==> src/rtl/out_fm_fifo_to_wmst_tile.sv <==
// Output-feature-map store back end: drains the store FIFO, packs words into
// XDW-wide beats and issues Avalon write-master bursts of at most BLEN words.
module out_fm_fifo_to_wmst_tile #(
  parameter int AW   = 12,
  parameter int DW   = 32,
  parameter int XAW  = 32,
  parameter int XDW  = 128,
  parameter int CW   = 16,
  parameter int WCNT = XDW / DW,
  parameter int BLEN = 8
) (
  input  logic             clk,
  input  logic             rst,
  input  logic             store_trans_start,
  input  logic [XAW-1:0]   param_waddr,
  input  logic [AW-1:0]    param_iolen,
  output logic             store_trans_done,
  output logic             store_fifo_pop,
  input  logic [DW-1:0]    store_fifo_data,
  input  logic             store_fifo_empty,
  output logic             wmst_fixed_location,
  output logic [XAW-1:0]   wmst_write_base,
  output logic [CW-1:0]    wmst_write_length,
  output logic             wmst_go,
  input  logic             wmst_done,
  output logic             wmst_user_write_buffer,
  output logic [XDW-1:0]   wmst_user_buffer_data,
  input  logic             wmst_user_buffer_full
);

  localparam int LW = $clog2(WCNT + 1);

  typedef enum logic [2:0] {S_IDLE, S_GO, S_FILL, S_WAIT, S_DONE} state_t;

  state_t          state_reg, state_next;
  logic [XAW-1:0]  wbase_reg;
  logic [CW-1:0]   wlen_reg;
  logic [AW-1:0]   rem_reg;
  logic [AW-1:0]   bw_reg;
  logic [AW-1:0]   burst_left_reg;
  logic [LW-1:0]   pop_cnt_reg;
  logic [LW-1:0]   lane_cnt_reg;
  logic            pend_reg;
  logic [XDW-1:0]  beat_reg;
  logic            done_low_reg;
  logic            done_reg;

  logic [AW-1:0]   bw_calc;
  logic [AW-1:0]   rem_after;
  logic [LW-1:0]   beat_words;
  logic [LW-1:0]   lanes_now;
  logic            beat_ready;
  logic            pop;
  logic            push;
  logic [XDW-1:0]  lane_in;
  logic [XDW-1:0]  beat_cur;

  function automatic logic [AW-1:0] min_blen(input logic [AW-1:0] x);
    return (x < AW'(BLEN)) ? x : AW'(BLEN);
  endfunction

  function automatic logic [CW-1:0] len_bytes(input logic [AW-1:0] words);
    return CW'(words) << 2;
  endfunction

  assign bw_calc    = min_blen(rem_reg);
  assign rem_after  = rem_reg - bw_reg;
  assign beat_words = (burst_left_reg < AW'(WCNT)) ? burst_left_reg[LW-1:0] : LW'(WCNT);
  // The word popped last cycle counts toward the beat now, so a beat can be
  // pushed in the same cycle its final word arrives from the FIFO.
  assign lanes_now  = lane_cnt_reg + LW'(pend_reg);
  assign beat_ready = (state_reg == S_FILL) && (lanes_now == beat_words);
  assign pop        = (state_reg == S_FILL) && !store_fifo_empty &&
                      (pop_cnt_reg < beat_words) && !beat_ready;
  assign push       = beat_ready && !wmst_user_buffer_full;

  for (genvar gi = 0; gi < WCNT; gi++) begin : g_lane
    assign lane_in[gi*DW +: DW] = (pend_reg && lane_cnt_reg == LW'(gi)) ? store_fifo_data : '0;
  end

  assign beat_cur               = beat_reg | lane_in;
  assign store_fifo_pop         = pop;
  assign wmst_user_write_buffer = push;
  assign wmst_user_buffer_data  = beat_cur;
  assign wmst_write_base        = wbase_reg;
  assign wmst_write_length      = wlen_reg;
  assign wmst_fixed_location    = 1'b0;
  assign store_trans_done       = done_reg;

  always_comb begin
    state_next = state_reg;
    wmst_go    = 1'b0;
    case (state_reg)
      S_IDLE: if (store_trans_start) state_next = (param_iolen == '0) ? S_DONE : S_GO;
      S_GO: begin
        wmst_go    = 1'b1;
        state_next = S_FILL;
      end
      S_FILL: if (push && burst_left_reg == AW'(beat_words)) state_next = S_WAIT;
      S_WAIT: if (done_low_reg && wmst_done) state_next = (rem_after != '0) ? S_GO : S_DONE;
      S_DONE: state_next = S_IDLE;
      default: state_next = S_IDLE;
    endcase
  end

  always_ff @(posedge clk) begin
    if (rst) begin
      state_reg      <= S_IDLE;
      wbase_reg      <= '0;
      wlen_reg       <= '0;
      rem_reg        <= '0;
      bw_reg         <= '0;
      burst_left_reg <= '0;
      pop_cnt_reg    <= '0;
      lane_cnt_reg   <= '0;
      pend_reg       <= 1'b0;
      beat_reg       <= '0;
      done_low_reg   <= 1'b0;
      done_reg       <= 1'b0;
    end else begin
      state_reg <= state_next;
      done_reg  <= (state_reg == S_DONE);
      pend_reg  <= pop;
      case (state_reg)
        S_IDLE: begin
          if (store_trans_start) begin
            wbase_reg <= param_waddr;
            rem_reg   <= param_iolen;
            if (param_iolen != '0) wlen_reg <= len_bytes(min_blen(param_iolen));
          end
        end
        S_GO: begin
          bw_reg         <= bw_calc;
          burst_left_reg <= bw_calc;
          done_low_reg   <= 1'b0;
          pop_cnt_reg    <= '0;
          lane_cnt_reg   <= '0;
          beat_reg       <= '0;
        end
        S_FILL: begin
          if (push) begin
            beat_reg       <= '0;
            pop_cnt_reg    <= '0;
            lane_cnt_reg   <= '0;
            burst_left_reg <= burst_left_reg - AW'(beat_words);
          end else begin
            if (pop) pop_cnt_reg <= pop_cnt_reg + 1'b1;
            // Fold the arriving word in so it survives a full-buffer stall.
            if (pend_reg) begin
              beat_reg     <= beat_cur;
              lane_cnt_reg <= lane_cnt_reg + 1'b1;
            end
          end
        end
        S_WAIT: begin
          if (!wmst_done) done_low_reg <= 1'b1;
          if (done_low_reg && wmst_done) begin
            rem_reg   <= rem_after;
            wbase_reg <= wbase_reg + (XAW'(bw_reg) << 2);
            if (rem_after != '0) wlen_reg <= len_bytes(min_blen(rem_after));
          end
        end
        default: ;
      endcase
    end
  end

endmodule

==> config.mk <==
export PLATFORM = sky130hd
export DESIGN_NAME = out_fm_fifo_to_wmst_tile
export DESIGN_NICKNAME = d
export VERILOG_FILES = /design/src/rtl/out_fm_fifo_to_wmst_tile.sv
export SDC_FILE = /design/constraint.sdc
export NUM_CORES = 1
export LEC_CHECK = 0
export BUFFER_PORTS_ARGS = -buffer_cell sky130_fd_sc_hd__buf_2
export CELL_PAD_IN_SITES_DETAIL_PLACEMENT = 0
export CELL_PAD_IN_SITES_GLOBAL_PLACEMENT = 1
export CORE_MARGIN = 4
export CORE_UTILIZATION = 30
export CTS_CLUSTER_SIZE = 28
export DETAILED_ROUTE_END_ITERATION = 16
export PLACE_DENSITY_LB_ADDON = 0.08
export SYNTH_ARGS = -nofsm -noshare
export SYNTH_HDL_FRONTEND = slang
export SYNTH_SLANG_ARGS = --single-unit
==> constraint.sdc <==
create_clock -name clk -period 3 [get_ports clk]
set_input_delay 0.3 -clock clk [delete_from_list [all_inputs] [get_ports clk]]
set_output_delay 0.3 -clock clk [all_outputs]
set_load 0.01 [all_outputs]
After elaboration in Yosys (flattened, before gate mapping)
Index checks and enable logic that the tools add are counted.

Word-level logic and storage cells: 110. Register bits: 224. Input bits: 82. Output and inout port bits: 181.

Reduce and logical (&&, ||, !) cells: 29. Eq/ne operators: 18. $lt $le $gt $ge: 5. Bitwise logic cells: 1. Add/sub/neg operators: 6. Muxes and demuxes: 39.

Operators by type and width (number): 128-bit 2-to-1 mux (2); 128-bit case mux with 2 select lines (1); 32-bit 2-to-1 mux (6); 128-bit OR (1); 12-bit 2-to-1 mux (6); 16-bit 2-to-1 mux (4); 32-bit case mux with 2 select lines (1); 12-bit case mux with 2 select lines (2); 12-bit by 4-bit less-than comparator with 1-bit output (second input constant) (3); 32-bit by 14-bit adder with 32-bit output (1); 16-bit case mux with 2 select lines (1); 3-bit 2-to-1 mux (10); 12-bit nonzero test (2); 12-bit by 3-bit equality test with 1-bit output (1); 3-bit by 2-bit equality test with 1-bit output (second input constant) (4); 12-bit logical NOT (1); 12-bit by 3-bit less-than comparator with 1-bit output (second input constant) (1); 2-bit inequality test (second input constant) (6); 3-bit case mux with 2 select lines (2); 3-bit case mux with 4 select lines (1); 12-bit subtractor (1); 12-bit by 3-bit subtractor with 12-bit output (1); 1-bit logical AND (11); 2-bit AND reduction (4); 15 further kinds (25).

Longest topological paths before layout
Gate-level depths: netlist of run 1.

Depth in word-level cells: 9. Depth in mapped cells: 13.

Worst setup path after synthesis of run 1
Ideal clock, no wire load.

Path type: flip-flop to flip-flop. Start point: reg wbase_reg[2], in the netlist wmst_write_base[2]. End point: reg wbase_reg[24], in the netlist wmst_write_base[24]. Setup time: 0.131 ns. Clock period less this slack: 2.822 ns. Required time: 2.869 ns. Data arrival time: 2.691 ns. Cell stages (with the launch flop): 12. Setup slack: 0.178 ns. Path buffers: 0. Path through: dfxtp_1 > ha_1 > inv_1 > fa_1 > nor2b_1 > o21ai_0 > a211o_1 > a31o_2 > nor3_1 > nand3_1 > mux2i_1 > o22ai_1.

Cells in the longest elaborated chain, start to end: 3.

Ends and longest elaborated chain: from (decl) (line 36) `logic [XAW-1:0] wbase_reg;`; from (signal assigned) (line 127) `wbase_reg <= param_waddr;`; from (signal assigned) (line 159) `wbase_reg <= wbase_reg + (XAW'(bw_reg) << 2);`; 32-bit by 14-bit adder with 32-bit output (line 159); 32-bit 2-to-1 mux (line 157) `if (done_low_reg && wmst_done) begin`; 32-bit case mux with 2 select lines (line 124) `case (state_reg)`.

Every way passes these cells. The select of a mux whose other input is x is not followed. A chain may end at the register's enable or synchronous reset.

Final worst setup path of run 1
Start point: reg burst_left_reg[8]. End point: out store_fifo_pop.

Cells in the longest elaborated chain, start to end: 6.

Ends and longest elaborated chain: from (decl) (line 40) `logic [AW-1:0] burst_left_reg;`; from (signal assigned) (line 134) `burst_left_reg <= bw_calc;`; from (signal assigned) (line 145) `burst_left_reg <= burst_left_reg - AW'(beat_words);`; 12-bit by 3-bit less-than comparator with 1-bit output (*) (line 68) `assign beat_words = (burst_left_reg < AW'(WCNT)) ? burst_left_reg[LW-1:0] : LW'(WCNT);`; 3-bit 2-to-1 mux (*) (line 68); branches (longest 3 deep; another with 3-bit less-than comparator); 1-bit logical AND (*) (line 74) `(pop_cnt_reg < beat_words) && !beat_ready;`; to (decl) (line 18) `output logic store_fifo_pop,`.

Every way passes the cells marked *.

==> results of run 1 <==
cells by family after synthesis:
logic type	synth area share (%)
xor gates and xnor gates	1.77
buffers and inverters	9.38
muxes	0.183
DFF	40.4
and+or+nand+nor	18.0
AOI/OAI and AO/OA	26.0
adders and majority gates	4.26
other	0.0688
critical path: stages, from the launching register on:
cell and delay [ns]:
dfxtp_4 0.35, or4_4 0.54, nor4b_4 0.24, buf_4 0.17, nand2_4 0.05, ha_4 0.23, a21o_1 0.17, a211o_1 0.28
inv_2 0.07, buf_6 0.10
layout make-up:
| class | instances | area [sq um] |
|---|---|---|
| antenna | 1 | 2.50 |
| clock buffer | 43 | 837 |
| clock inverter | 3 | 51.3 |
| fill | 3769 | 21800 |
| inverter | 158 | 593 |
| multi-input combinational | 951 | 5610 |
| sequential | 220 | 4410 |
| tap | 461 | 577 |
| timing repair buffer | 318 | 1860 |
layer usage:
| layer | vias up | global-route usage [%] |
|---|---|---|
| met5 | - | 0 |
| met4 | 0 | 3.95 |
| met3 | 41 | 2.68 |
| met2 | 224 | 29.5 |
| met1 | 4877 | 24.4 |
| li1 | 5340 | - |
power breakdown:
group	total (mW)	internal, mW	leakage, nW	switching, mW
sequential	3.41	3.16	1.78	0.254
combinational	3.27	1.32	4.81	1.96
clock	3.28	1.98	0.436	1.30
total	9.96	6.45	7.03	3.51
metrics by stage:
stage | worst slack (ns) | util (%) | instances
2_1_floorplan | 0.178 | - | 1415
3_3_place_gp | 0.205 | 35.7 | 2090
3_5_place_dp | 0.203 | 35.7 | 2090
4_1_cts | -0.0843 | 38.6 | 2148
5_1_grt | -0.144 | 39.0 | 2154
6_report | -0.0411 | 39.0 | 2155
timing repair:
| item | in CTS | in global routing |
|---|---|---|
| pin swaps | 6 | 3 |
| setup endpoints to repair | 2 | 45 |
| endpoints found under the hold margin | 6 | 0 |
| gates resized for setup | 12 | 17 |
| gates cloned | 0 | 2 |
| hold buffers | 6 | 0 |
| setup buffers | 6 | 4 |
final timing paths:
check                         start                 end  slack, ns
setup / recovery  burst_left_reg[8]      store_fifo_pop      -0.04
hold / removal       param_waddr[7]  wmst_write_base[7]       0.03
setup reg to reg  burst_left_reg[8]        beat_reg[13]       0.18
hold reg to reg        beat_reg[52]        beat_reg[52]       0.44
placed cells by master, fill, tap and decap left out, types with 6 or more instances in the layout:
master	n
o21ai_1	34
nor3_1	26
xnor2_1	14
inv_1	156
or3_1	8
dfxtp_1	218
nor2_1	77
a311oi_1	19
a21o_1	14
clkbuf_16	29
buf_4	48
nand2_1	211
a21oi_1	177
nor3b_1	8
o211a_1	6
and3_1	14
a31o_2	6
dlygate4sd3_1	6
nand3_1	23
nor2b_1	7
conb_1	6
a211oi_1	18
nor4_1	8
xor2_1	8
o21ai_0	72
ha_1	33
clkbuf_1	7
clkbuf_8	8
o211ai_1	6
o21ai_2	56
buf_2	256
and2_1	8
==> results.sh, run 1 <==
export IMPL_initialDrtViolationCount=502
export IMPL_die_w_um=199
export IMPL_largest_reg_flops=128
export IMPL_p_per_area_nw_per_um2=714
export IMPL_core_area_sq_um=35700
export IMPL_min_period_over_period_pct=101
export IMPL_synth_edff_count=0
export IMPL_layout_drive_gt1_share_pct=26.2
export IMPL_yosysUniqueCellTypes=69
export IMPL_dieArea_sq_um=39500
export IMPL_gp_congestion=0.833
export IMPL_drcViolationCount=0
export IMPL_cts_sinks=220
export IMPL_ir_worst_vdd_v=0.000442
export IMPL_wire_per_inst_um=17.1
export IMPL_dpl_instance_area_sq_um=12800
export IMPL_holdWs_ns=0.0334
export IMPL_top_layer="met4"
export IMPL_antenna_found_initial=0
export IMPL_wl_met2_mm=17.3
export IMPL_route_met3_wl_mm=1.65
export IMPL_relSlewSlack_pct=41.9
export IMPL_start_util_pct=30.5
export IMPL_worst_pin_slew_ns=0.863
export IMPL_finalMaxSlewViolations=0
export IMPL_vias_per_cell=4.86
export IMPL_maxCapViolations=0
export IMPL_ioPinCount=263
export IMPL_rows=69
export IMPL_netlist_area_leader_share_pct=40.4
export IMPL_numCtsBuffers=28
export IMPL_finalHoldViolCount=0
export IMPL_hpwl_mm=25.6
export IMPL_clk_path_buf_depth=3
export IMPL_wl_mm=36.8
export IMPL_synth_top_area_cell="dfxtp_1"
export IMPL_path_clk_slew_ns=0.06
export IMPL_synth_cell_area_sq_um=10900
export IMPL_grt_pass1_wl_mm=57.1
export IMPL_synthArstFlopShare_pct=0
export IMPL_syn_inst=1411
export IMPL_avgSynthCellArea_sq_um=7.74
export IMPL_crit_path_end_kind="output port"
export IMPL_first_pass_iters=5
export IMPL_stdcell_area_sq_um=13900
export IMPL_required_ns=2.70
export IMPL_grt_overflow=0
export IMPL_clock_skew_ns=0.0128
export IMPL_setup_tns_ns=-0.0411
export IMPL_netlist_top_cells_count="dfxtp_1, nand2_1, a21oi_1"
export IMPL_gr_usage_all_layers_pct=17.7
export IMPL_start_kind="flop"
export IMPL_wl_met1_mm=17.3
export IMPL_fin_crit_ns=3.04
export IMPL_synth_seq_cells=220
export IMPL_synth_area_leaders="dfxtp_1, a21oi_1, nand2_1"
export IMPL_synthFlopType="dfxtp_1"
export IMPL_clockRootBuffer="clkbuf_16"
export IMPL_hp_class="in -> reg"
export IMPL_power_leakage_nw=7.03
export IMPL_critPathKind="reg -> out"
export IMPL_violations="negative setup slack"
export IMPL_nets=1795
export IMPL_drtAntennaViolNets=0
export IMPL_yosysSeqAreaShare_pct=40.4
export IMPL_yosysMostFrequentCell="dfxtp_1"
export IMPL_grt_pass1_vias=10200
export IMPL_min_delay_path_depth=3
export IMPL_via_count=10500
export IMPL_crit_arrival_ns=2.74
export IMPL_clock_latency_ns=0.54
export IMPL_die_h_um=199
export IMPL_layout_setup_ws_ns=-0.0411
export IMPL_cts_tree="done"
export IMPL_path_max_fanout=3
export IMPL_fmax_mhz=329
export IMPL_rr_worst_depth=12
export IMPL_cts_max_level=1
export IMPL_yosysWarnings=0
export IMPL_p_total_mw=9.96
export IMPL_rsz0062_at_grt="true"
export IMPL_setup_violations=1
export IMPL_outcome="complete, but fails checks"
export IMPL_area_growth_synth_to_final_pct=27.7
export IMPL_grt_max_degree=92
export IMPL_numPortBuffers=257
No activity file was read; power rests on OpenSTA's default activity.
==> run 2, diff against run 1 <==
--- a/config.mk
+++ b/config.mk
@@ -6,6 +6,7 @@
 export NUM_CORES = 1
 export LEC_CHECK = 0
 export BUFFER_PORTS_ARGS = -buffer_cell sky130_fd_sc_hd__buf_2
+export CAP_MARGIN = 20
 export CELL_PAD_IN_SITES_DETAIL_PLACEMENT = 0
 export CELL_PAD_IN_SITES_GLOBAL_PLACEMENT = 1
 export CORE_MARGIN = 4
==> constraint.sdc (replaced) <==
create_clock -name clk -period 2.7 [get_ports clk]
set_input_delay 0.27 -clock clk [delete_from_list [all_inputs] [get_ports clk]]
set_output_delay 0.27 -clock clk [all_outputs]
set_load 0.01 [all_outputs]
==> run 2 against run 1 <==
  * The flow still finishes with violations (negative setup slack)
  * Critical path depth stayed put
  * Clock power is 12% higher
  * Combinational power is 28% higher
  * Critical path type unchanged
==> results.sh, run 2 (same netlist as run 1, synthesis figures left out) <==
export IMPL_finalHoldViolCount=0
export IMPL_path_max_fanout=3
export IMPL_ff2ff_setup_slack_ns=0
export IMPL_maxCapViolations=0
export IMPL_required_ns=2.43
export IMPL_initialDrtViolationCount=396
export IMPL_grt_overflow=0
export IMPL_antenna_found_initial=1
export IMPL_final_common_cell="buf_2"
export IMPL_wire_per_inst_um=17.1
export IMPL_clock_latency_ns=0.56
export IMPL_fmax_mhz=337
export IMPL_setup_violations=6
export IMPL_numPortBuffers=257
export IMPL_grt_pass1_vias=10400
export IMPL_crit_path_end_kind="output port"
export IMPL_reg2reg_from="lane_cnt_reg[0]"
export IMPL_violations="negative setup slack"
export IMPL_core_area_sq_um=35700
export IMPL_dieArea_sq_um=39500
export IMPL_place_ws_ns=-0.0688
export IMPL_rows=69
export IMPL_layout_drive_gt1_share_pct=31.9
export IMPL_holdWs_ns=0.0446
export IMPL_p_per_area_nw_per_um2=789
export IMPL_start_util_pct=30.5
export IMPL_grt_pass1_wl_mm=57.6
export IMPL_antenna_cells=0
export IMPL_area_growth_synth_to_final_pct=35.3
export IMPL_clk_path_buf_depth=3
export IMPL_rsz0062_at_grt="true"
export IMPL_fin_crit_ns=2.97
export IMPL_cts_tree="done"
export IMPL_clockRootBuffer="clkbuf_16"
export IMPL_outcome="complete, but fails checks"
export IMPL_nets=1843
export IMPL_gp_congestion=0.796
export IMPL_die_w_um=199
export IMPL_first_pass_iters=4
export IMPL_gr_usage_all_layers_pct=17.9
export IMPL_vias_per_cell=4.90
export IMPL_ioPinCount=263
export IMPL_wl_mm=37.7
export IMPL_hp_class="in -> reg"
export IMPL_cts_max_level=1
export IMPL_rr_worst_depth=10
export IMPL_drtAntennaViolNets=0
export IMPL_cts_sinks=220
export IMPL_min_period_over_period_pct=110
export IMPL_min_delay_path_depth=3
export IMPL_power_leakage_nw=7.35
export IMPL_hpwl_mm=26.4
export IMPL_timing_rr_end="beat_reg[4]"
export IMPL_fillers=3703
export IMPL_finalMaxSlewViolations=0
export IMPL_grt_max_degree=75
export IMPL_min_to="wmst_write_base[4]"
export IMPL_path_clk_slew_ns=0.06
export IMPL_ir_worst_vdd_v=0.000468
export IMPL_die_h_um=199
export IMPL_largest_reg_flops=128
export IMPL_drcViolationCount=0
export IMPL_crit_arrival_ns=2.70
export IMPL_mostFrequentLayoutCells="buf_2, dfxtp_1, nand2_1"
export IMPL_via_count=10800
export IMPL_hold_path_startpoint="param_waddr[4]"
export IMPL_clock_skew_ns=0.0176
export IMPL_worst_pin_slew_ns=0.585
export IMPL_relSlewSlack_pct=61.0
export IMPL_critPathKind="reg -> out"
export IMPL_layout_setup_ws_ns=-0.267
export IMPL_start_kind="flop"
export IMPL_numCtsBuffers=28
## run 2: cell types whose count changed in the layout (fill, tap and decap cells not counted), moves of 6 or more
cell / before / now
dfxtp_1: 218 / 212
buf_12: 4 / 10
dlygate4sd3_1: 6 / 13
dfxtp_2: 1 / 7
buf_4: 48 / 76
a21oi_1: 177 / 150
ha_1: 33 / 26
a21oi_2: 1 / 28
## run 2: how the worst max path moves through the flow
stage                                      end  cells past startpoint               from
after floorplan           wmst_write_length[3]                     13         rem_reg[0]
after global placement    wmst_write_length[3]                     10          bw_reg[8]
after detailed placement  wmst_write_length[3]                     11          bw_reg[1]
after CTS                       store_fifo_pop                      9  burst_left_reg[8]
after global routing            store_fifo_pop                      9  burst_left_reg[8]
final                           store_fifo_pop                      9  burst_left_reg[8]
## run 2: report_power, final
group          switching, mW  internal [mW]  total (mW)
clock                   1.46           2.23        3.68
combinational           2.39           1.79        4.18
sequential             0.270           3.51        3.78
## run 2: critical path, stage by stage, from the launching register on
cell	delay (ns)
dfxtp_2	0.32
or4_4	0.55
nor4b_4	0.24
buf_4	0.17
nand2_2	0.06
ha_4	0.21
a21o_1	0.15
a211o_1	0.28
inv_2	0.07
buf_6	0.09
## run 2: timing repair
| action | in CTS | in global routing |
|---|---|---|
| endpoints found under the setup margin | 57 | 182 |
| buffers inserted | 8 | 3 |
| resized for setup | 33 | 82 |
| hold endpoints to repair | 13 | 0 |
| gates cloned | 1 | 4 |
| pin swaps | 11 | 17 |
| hold buffers | 13 | 0 |
## run 2: cell type report
cell class                      count  area [sq um]  area share, %
Clock buffer                       41           800           5.42
Multi-Input combinational cell    952          5920           40.1
Timing Repair Buffer              365          2350           15.9
Sequential cell                   220          4420           29.9
Tap cell                          461           577           3.91
Inverter                          158           593           4.02
Clock inverter                      9           106          0.720
## run 2: routing by layer
metal / wire length (um) / vias up / share of wire, % / GRT usage (%)
li1: - / 5457 / - / -
met1: 17400 / 5046 / 46 / 24.6
met2: 17700 / 252 / 47 / 29.9
met3: 1890 / 46 / 5.0 / 3.08
met4: 621 / 2 / 1.6 / 3.06
met5: 12 / - / 0.032 / 0
## run 2: stage by stage
step	cells	power, mW	util, %	area [sq um]	TNS (ns)
2_1_floorplan	1415	6.04	-	10900	0
3_3_place_gp	2127	7.53	36.7	13100	-0.234
3_5_place_dp	2127	7.52	36.7	13100	-0.619
4_1_cts	2199	11.6	40.1	14300	-0.586
5_1_grt	2206	12.4	41.3	14800	-4.39
6_report	2206	11.6	41.3	14800	-0.433
==> run 3, diff against run 2 <==
--- a/config.mk
+++ b/config.mk
@@ -9,6 +9,7 @@
 export CAP_MARGIN = 20
 export CELL_PAD_IN_SITES_DETAIL_PLACEMENT = 0
 export CELL_PAD_IN_SITES_GLOBAL_PLACEMENT = 1
+export CORE_ASPECT_RATIO = 1.75
 export CORE_MARGIN = 4
 export CORE_UTILIZATION = 30
 export CTS_CLUSTER_SIZE = 28
==> run 3 against run 2 <==
  * Die area grew 0.31%
  * Critical endpoint unchanged
  * Clock skew down 0.0060 ns
  * Critical path depth fell by 1
  * Worst setup slack got worse by 0.030 ns
  * Clock-buffer cell count decreased by 9
  * The flow still finishes with violations (negative setup slack)
  * Cell area fell by 0.24%
  * Sequential cell count did not move
  * Clock power decreased by 9.0%
  * Hold slack worse by 0.018 ns
  * Global-route usage is 0.96 points higher
  * Power fell by 1.1%
  * Core utilization down 0.43 points
==> results.sh, run 3 (same netlist as run 1, synthesis figures left out) <==
export IMPL_numPortBuffers=257
export IMPL_slowest_stage="or4_4"
export IMPL_core_area_sq_um=36000
export IMPL_wl_mm=39.7
export IMPL_cp_cell_sequence="or4_4 -> nor4b_4 -> nand2_1 -> ha_1 -> a21o_1 -> a211o_1 -> inv_2 -> buf_6"
export IMPL_area_growth_synth_to_final_pct=34.9
export IMPL_vias_per_cell=4.91
export IMPL_clock_latency_ns=0.53
export IMPL_setup_violations=75
export IMPL_grt_max_degree=76
export IMPL_path_max_fanout=4
export IMPL_clockRootBuffer="clkbuf_16"
export IMPL_relSlewSlack_pct=30.2
export IMPL_maxCapViolations=0
export IMPL_path_clk_slew_ns=0.07
export IMPL_start_kind="flop"
export IMPL_nets=1856
export IMPL_wire_per_inst_um=17.9
export IMPL_numCtsBuffers=24
export IMPL_p_per_area_nw_per_um2=782
export IMPL_crit_arrival_ns=2.73
export IMPL_antenna_found_initial=3
export IMPL_crit_buf_inv=2
export IMPL_largest_reg_flops=128
export IMPL_final_common_cell="buf_2"
export IMPL_outcome="complete, but fails checks"
export IMPL_layout_drive_gt1_share_pct=31.7
export IMPL_cts_max_level=1
export IMPL_drtAntennaViolNets=0
export IMPL_clock_skew_ns=0.0116
export IMPL_hp_class="in -> reg"
export IMPL_worst_pin_slew_ns=1.04
export IMPL_grt_overflow=0
export IMPL_die_h_um=260
export IMPL_grt_pass1_vias=10600
export IMPL_critPathTopFamily="simple AND/OR/NAND/NOR gates"
export IMPL_fmax_mhz=334
export IMPL_p_total_mw=11.5
export IMPL_finalMaxSlewViolations=0
export IMPL_drcViolationCount=0
export IMPL_cts_sinks=220
export IMPL_violations="negative setup slack"
export IMPL_die_w_um=152
export IMPL_initialDrtViolationCount=357
export IMPL_min_period_over_period_pct=111
export IMPL_via_count=10900
export IMPL_critPathKind="reg -> out"
export IMPL_hpwl_mm=28.7
export IMPL_start_util_pct=30.3
export IMPL_crit_path_end_kind="output port"
export IMPL_power_leakage_nw=7.38
export IMPL_gr_usage_all_layers_pct=18.8
export IMPL_fin_crit_ns=3.00
export IMPL_first_pass_iters=4
export IMPL_dieArea_sq_um=39600
export IMPL_ir_worst_vdd_v=0.000478
export IMPL_ioPinCount=263
export IMPL_gp_congestion=0.822
export IMPL_rsz0062_at_grt="true"
export IMPL_clk_path_buf_depth=3
export IMPL_holdWs_ns=0.0264
export IMPL_required_ns=2.43
export IMPL_layout_setup_ws_ns=-0.297
export IMPL_mostFrequentLayoutCells="buf_2, dfxtp_1, nand2_1"
export IMPL_rows=92
export IMPL_slowest_delay_ns=0.57
export IMPL_grt_pass1_wl_mm=60.3
export IMPL_cts_tree="done"
export IMPL_finalHoldViolCount=0
-- run 3: cell types whose count changed in the layout (fill, tap and decap cells not counted), sizes merged --
| cell | delta |
|---|---|
| dlygate4sd3 | -3 |
| buf | +22 |
| or4b | -1 |
| diode | +1 |
| clkbuf | -10 |
| clkinv | -2 |
| clkinvlp | +2 |
-- run 3: layout make-up --
type	instances	area [sq um]
clock buffers	32	682
clock inverters	9	100
fillers	3779	21300
multi-input cells	951	5890
diodes	1	2.50
inverters	158	593
repair buffers	383	2460
well taps	470	588
flip-flops and latches	220	4410
-- run 3: worst register-to-register path: stages, from the launching register on --
cell and delay [ns]:
dfxtp_2 0.32, or4_4 0.57, nor4b_4 0.31, or4_2 0.22, a21oi_4 0.06, buf_4 0.15, or4b_4 0.56, buf_4 0.19
clkbuf_16 0.20, o21ai_1 0.13
-- run 3: final timing paths --
kind / startpoint / endpoint / slack, ns / cells after the start
setup / recovery: burst_left_reg[8] / store_fifo_pop / -0.30 / 8
hold / removal: param_waddr[13] / wmst_write_base[13] / 0.03 / 3
setup reg to reg: burst_left_reg[8] / beat_reg[58] / -0.06 / 9
hold reg to reg: beat_reg[55] / beat_reg[55] / 0.45 / 2
-- run 3: stage by stage --
| step | worst slack [ns] | cells | setup TNS [ns] | instance area, sq um | utilization, % |
|---|---|---|---|---|---|
| 6_report | -0.297 | 2224 | -2.99 | 14700 | 40.9 |
| 4_1_cts | -0.355 | 2214 | -0.941 | 14300 | 39.6 |
| 3_5_place_dp | -0.137 | 2157 | -1.54 | 13200 | 36.7 |
| 5_1_grt | -0.415 | 2224 | -12.31 | 14700 | 40.9 |
| 2_1_floorplan | 0.0351 | 1415 | 0 | 10900 | - |
| 3_3_place_gp | -0.102 | 2157 | -1.02 | 13200 | 36.7 |
-- run 3: where the power goes --
group	internal, mW	total, mW	switching (mW)	leakage, nW
Combinational	1.94	4.38	2.44	5.21
Sequential	3.50	3.78	0.271	1.78
Clock	1.96	3.35	1.40	0.382
-- run 3: layer usage --
metal / share of wire [%] / track usage (%)
met5: 0.028 / 0
met4: 4.1 / 7.82
met2: 54 / 36.0
met1: 37 / 20.5
met3: 4.5 / 2.87
-- run 3: repair_timing --
action                     4_1_cts  5_1_grt
setup buffers                    6        7
gates resized for setup         27       82
pin swaps                       13       28
hold buffers                    10        0
hold endpoints to repair        10        0
setup endpoints to repair       33      164
cloned                           0        3
